<file path="config.mk">
export PLATFORM = sky130hd
export DESIGN_NAME = step_sequencer_flat
export DESIGN_NICKNAME = d
export VERILOG_FILES = /design/src/rtl/step_sequencer_if.sv /design/src/rtl/step_sequencer.sv /design/src/flat_wrapper.sv
export SDC_FILE = /design/constraint.sdc
export NUM_CORES = 1
export LEC_CHECK = 0
export ABC_AREA = 1
export BUFFER_PORTS_ARGS = -buffer_cell sky130_fd_sc_hd__buf_2
export CAP_MARGIN = 40
export CORE_MARGIN = 2
export CORE_UTILIZATION = 60
export DETAILED_ROUTE_END_ITERATION = 6
export PLACE_DENSITY = 0.76
export SYNTH_ARGS = -nofsm -noshare
export SYNTH_HDL_FRONTEND = slang
export SYNTH_SLANG_ARGS = --single-unit
</file>
<file path="constraint.sdc">
create_clock -name Clock -period 2.2 [get_ports Clock]
set_clock_uncertainty 0.2 [all_clocks]
set_input_delay 0.22 -clock Clock [delete_from_list [all_inputs] [get_ports Clock]]
set_output_delay 0.22 -clock Clock [all_outputs]
set_load 0.02 [all_outputs]
</file>
<file path="src/rtl/step_sequencer_if.sv">
// Button inputs and strobe/status outputs exchanged between the board glue and step_sequencer.
interface step_sequencer_if;
    logic [3:0] Key;
    logic       ManualClock;
    logic       Step;
    logic       Clear;
    logic       Running;
    logic       Fast;

    modport master (output Key, ManualClock, input Step, Clear, Running, Fast);
    modport slave  (input Key, ManualClock, output Step, Clear, Running, Fast);
endinterface

</file>
<file path="src/rtl/step_sequencer.sv">
// Step/Clear strobe generator for the digit counters: prescaled tick, conditioned buttons, RUN/PAUSE FSM.
// Define STEP_SEQ_DEBOUNCE_EN to insert debouncers after the input synchronizers.
module step_sequencer #(
    parameter int TICK_DIV        = 1000000,
    parameter int FAST_DIV        = 100000,
    parameter int DEBOUNCE_CYCLES = 10000
) (
    input  logic            Clock,
    input  logic            Reset,
    step_sequencer_if.slave bus
);
    localparam int CW  = $clog2(TICK_DIV);
    localparam int MAN = 0;
    localparam int TOG = 1;
    localparam int CLR = 2;
    localparam int FST = 3;

    typedef enum logic {RUN, PAUSE} state_t;

    logic [3:0]    raw, sync1, sync2, stable;
    logic [2:0]    stable_d, press;
    state_t        state;
    logic [CW-1:0] count, term;
    logic          tick, step_q, clear_q;
    logic          unused_ok;

    assign raw = {bus.Key[2:0], bus.ManualClock};

    // NOTE: clocked blocks use only non-blocking assignments so every register samples pre-edge values.
    always_ff @(posedge Clock) begin
        if (Reset) begin
            sync1 <= '0;
            sync2 <= '0;
        end else begin
            sync1 <= raw;
            sync2 <= sync1;
        end
    end

`ifdef STEP_SEQ_DEBOUNCE_EN
    localparam int DW = (DEBOUNCE_CYCLES > 1) ? $clog2(DEBOUNCE_CYCLES) : 1;

    logic [DW-1:0] db_cnt [4];

    // NOTE: the counter array is a few flops, not a memory, so it is reset along with everything else.
    always_ff @(posedge Clock) begin
        if (Reset) begin
            stable <= '0;
            for (int i = 0; i < 4; i++) db_cnt[i] <= '0;
        end else begin
            for (int i = 0; i < 4; i++) begin
                if (sync2[i] == stable[i]) begin
                    db_cnt[i] <= '0;
                end else if (db_cnt[i] == DW'(DEBOUNCE_CYCLES - 1)) begin
                    stable[i] <= sync2[i];
                    db_cnt[i] <= '0;
                end else begin
                    db_cnt[i] <= db_cnt[i] + 1'b1;
                end
            end
        end
    end

    assign unused_ok = &{1'b0, bus.Key[3]};
`else
    assign stable    = sync2;
    assign unused_ok = &{1'b0, bus.Key[3], DEBOUNCE_CYCLES[0]};
`endif

    assign press = stable[2:0] & ~stable_d;
    assign term  = stable[FST] ? CW'(FAST_DIV - 1) : CW'(TICK_DIV - 1);
    // >= rather than == so switching to fast mode with a large count ticks at once.
    assign tick  = (state == RUN) && (count >= term);

    always_ff @(posedge Clock) begin
        if (Reset) begin
            stable_d <= '0;
            state    <= RUN;
            count    <= '0;
            step_q   <= 1'b0;
            clear_q  <= 1'b0;
        end else begin
            stable_d <= stable[2:0];
            clear_q  <= press[CLR];
            step_q   <= !press[CLR] && (tick || press[MAN]);

            if (press[TOG]) state <= (state == RUN) ? PAUSE : RUN;

            if (press[CLR]) begin
                count <= '0;
            end else if (state == RUN) begin
                count <= (tick || press[MAN]) ? '0 : count + 1'b1;
            end
        end
    end

    assign bus.Step    = step_q;
    assign bus.Clear   = clear_q;
    assign bus.Running = (state == RUN);
    assign bus.Fast    = stable[FST];
endmodule

</file>
<file path="src/flat_wrapper.sv">
// flat-port wrapper written by rule: the top's interface ports become plain ports
module step_sequencer_flat 
#(
    parameter int TICK_DIV        = 1000000,
    parameter int FAST_DIV        = 100000,
    parameter int DEBOUNCE_CYCLES = 10000
)
  (Clock, Reset, bus_Key, bus_ManualClock, bus_Step, bus_Clear, bus_Running, bus_Fast);
  step_sequencer_if bus_i ();
  input  logic Clock;
  input  logic Reset;
  input wire logic [$bits(bus_i.Key)-1:0] bus_Key;
  input wire logic [$bits(bus_i.ManualClock)-1:0] bus_ManualClock;
  output wire logic [$bits(bus_i.Step)-1:0] bus_Step;
  output wire logic [$bits(bus_i.Clear)-1:0] bus_Clear;
  output wire logic [$bits(bus_i.Running)-1:0] bus_Running;
  output wire logic [$bits(bus_i.Fast)-1:0] bus_Fast;
  assign bus_i.Key = bus_Key;
  assign bus_i.ManualClock = bus_ManualClock;
  assign bus_Step = bus_i.Step;
  assign bus_Clear = bus_i.Clear;
  assign bus_Running = bus_i.Running;
  assign bus_Fast = bus_i.Fast;
  step_sequencer #(.TICK_DIV(TICK_DIV), .FAST_DIV(FAST_DIV), .DEBOUNCE_CYCLES(DEBOUNCE_CYCLES)) u_core (.Clock(Clock), .Reset(Reset), .bus(bus_i));
endmodule
</file>
==> results.json <==
{
  "grt_overflow": 0,
  "drive_gt1_frac": 0.2253,
  "finalCritPeriodShare": 0.9324,
  "async_flop_share": 0,
  "drv_cap": 0,
  "ios": 11,
  "rsz0062_at_grt": "no",
  "n_fill_cell": 254,
  "slowest_delay_ns": 0.36,
  "core_area_sq_um": 3003,
  "worstMarginPinSlew_ns": 0.4899,
  "cts_buffers": 5,
  "drt_first_pass_iters": 4,
  "clkTransAtPathRegs_ns": 0.10,
  "maxSlewHeadroom": 0.6730,
  "finalHoldViolations": 0,
  "vias": 1639,
  "start_kind": "flip-flop",
  "synth_most_common_cell": "nand2_1",
  "drt_iter0_drc": 77,
  "clock_sinks": 34,
  "place_area_sq_um": 1983,
  "cts_tree": "yes",
  "power_density_nw_per_um2": 552.0,
  "postCtsSetupBuffers": 0,
  "cp_top_family": "compound AO/OA/AOI/OAI gates",
  "yosysSeqAreaShare": 0.3624,
  "portBuffers": 9,
  "syn_avg_cell_area_sq_um": 7.087,
  "grtUsageTotal": 0.2331,
  "period_needed_ns": 2.051,
  "dieArea_sq_um": 3593,
  "yosys_warnings": 0,
  "fmax_ghz": 0.4875,
  "antenna_found_initial": 0,
  "synth.largest_area_cell": "dfxtp_1",
  "hp-class": "reg -> reg",
  "grt_pass1_wl_microns": 6154,
  "start_util": 0.6254,
  "routed_wl_microns": 3739,
  "wl_per_cell_microns": 11.47,
  "cp_data_required_time_ns": 2.29,
  "synth_area_sq_um": 1878,
  "grt_pass1_vias": 1431,
  "cp.arrival_ns": 2.14,
  "status": "complete, no violations",
  "yosysTopAreaCellShare": 0.3624,
  "holdWs_ns": 0.2003,
  "drc_errors": 0,
  "grt_max_degree": 16,
  "die_w_microns": 59.95,
  "path_max_fanout": 12,
  "fin_ws_ns": 0.1488,
  "final_cells": 326,
  "fin_area_sq_um": 2153,
  "synth_flop_cell": "dfxtp_1",
  "areaGrowthSynthToFinish_pct": 14.66,
  "crit_type": "reg -> reg",
  "gp_congestion": 0.9134,
  "clockRootBuffer": "clkbuf_4",
  "worst_ir_drop_vdd_uv": 445.5,
  "netlist_instances": 265,
  "dp_hpwl_microns": 2628,
  "end_kind": "flip-flop",
  "post-route-util": 0.7171,
  "antenna_cells": 0,
  "dpl_worst_slack_ns": 0.1462,
  "setup_viol": 0,
  "p_leak_nw": 1.061,
  "fin_setup_tns_ns": 0,
  "ys_ff_latch": 34,
  "final_nets": 308,
  "vias_per_cell": 5.028,
  "path_cells": "buf_4, ha_1, a21oi_1, nand2_1, a21oi_2, nand3_2, o21ai_4, buf_12, nand3_1, inv_1",
  "cts_max_level": 2,
  "slew_violations": 0,
  "path_buf_inv": 3,
  "ys_top_cells_by_area": "dfxtp_1 (36%), nand2_1 (9.8%), nor2_1 (7.4%)",
  "yosys-top-cells-count": "nand2_1 (49), nor2_1 (37), inv_1 (36)",
  "dp.cells": 309,
  "synth_fp_nets": 281,
  "clk_latency_ns": 0.34,
  "synth_edf_count": 0,
  "antenna_left": 0,
  "power_mw": 1.189,
  "fp.dieH_microns": 59.95,
  "slowest_stage": "dfxtp_2",
  "clockBufferDepth": 2,
  "synth.distinct_cells": 27,
  "rows": 20
}
==> power breakdown <==
group | internal [mW] | leakage [nW] | switching (mW)
clock network | 0.240 | 0.0385 | 0.214
registers | 0.631 | 0.277 | 0.0111
logic | 0.0417 | 0.746 | 0.0512
total | 0.912 | 1.06 | 0.277
==> state kept, by name, indices dropped and copies added, names as in the netlist <==
signal	flops
u_core.sync1	4
u_core.bus.Step	1
u_core.count	20
u_core.stable	4
u_core.stable_d	3
u_core.bus.Clear	1
u_core.state	1
==> worst reg2reg max path, stage by stage (launching register included) <==
cell	delay [ns]
dfxtp_2	0.36
buf_4	0.15
ha_1	0.33
a21oi_1	0.15
nand2_1	0.07
a21oi_2	0.12
nand3_2	0.14
o21ai_4	0.19
buf_12	0.16
nand3_1	0.07
inv_1	0.05
==> cell usage in the layout (no fill, tap or decap), types with 4 or more instances in the layout <==
| cell | Yosys | final |
|---|---|---|
| nand2_1 | 49 | 49 |
| nor2_1 | 37 | 37 |
| inv_1 | 36 | 36 |
| dfxtp_1 | 34 | 33 |
| nand3_1 | 21 | 21 |
| inv_2 | 18 | 18 |
| nand2_2 | 10 | 10 |
| xor2_1 | 10 | 10 |
| ha_1 | 9 | 9 |
| dlygate4sd3_1 | 0 | 9 |
| buf_2 | 0 | 9 |
| a21oi_1 | 8 | 8 |
| nor2_2 | 5 | 5 |
| clkbuf_4 | 0 | 5 |
| buf_4 | 0 | 5 |
| nand4_1 | 4 | 4 |
| nor3_2 | 4 | 4 |
==> logic make-up after synthesis <==
family,Yosys count,share of synthesized area
AO/OA/AOI/OAI,15,0.05397
XOR/XNOR,12,0.05596
adder cells (fa/ha/maj),9,0.05996
buffers and inverters,59,0.1332
flip-flops,34,0.3624
AND/OR/NAND/NOR,136,0.3344
==> path summary, 6_finish.rpt <==
check	start	to	slack [ns]	cells after the start
worst max-delay path	u_core.stable[3]$_SDFF_PP0_	u_core.count[12]$_SDFFE_PP0N_	0.15	10
worst min-delay path	u_core.sync1[3]$_SDFF_PP0_	u_core.stable[3]$_SDFF_PP0_	0.20	2
worst max register to register	u_core.stable[3]$_SDFF_PP0_	u_core.count[12]$_SDFFE_PP0N_	0.15	10
worst min register to register	u_core.sync1[3]$_SDFF_PP0_	u_core.stable[3]$_SDFF_PP0_	0.20	2
==> final cells by class <==
cell class | count | area, sq um | area share
Inverter | 55 | 211.5 | 0.09820
Multi-Input combinational cell | 172 | 947.2 | 0.4399
Tap cell | 33 | 41.29 | 0.01917
Timing Repair Buffer | 24 | 192.7 | 0.08948
Clock buffer | 6 | 41.29 | 0.01917
Clock inverter | 2 | 37.54 | 0.01743
Sequential cell | 34 | 681.9 | 0.3167
==> timing repair <==
| action | 4_1_cts | 5_1_grt |
|---|---|---|
| resized for setup | 0 | 1 |
| hold buffers | 9 | 0 |
| hold endpoints to repair | 8 | 0 |
| setup endpoints to repair | 0 | 17 |
==> per-layer routing <==
layer,wire length (microns),track usage
met5,0,0
met3,196,0.06061
met2,1704,0.3696
met1,1741,0.2916
met4,96,0.1143
Note: power is estimated with default switching activity, not from simulation.
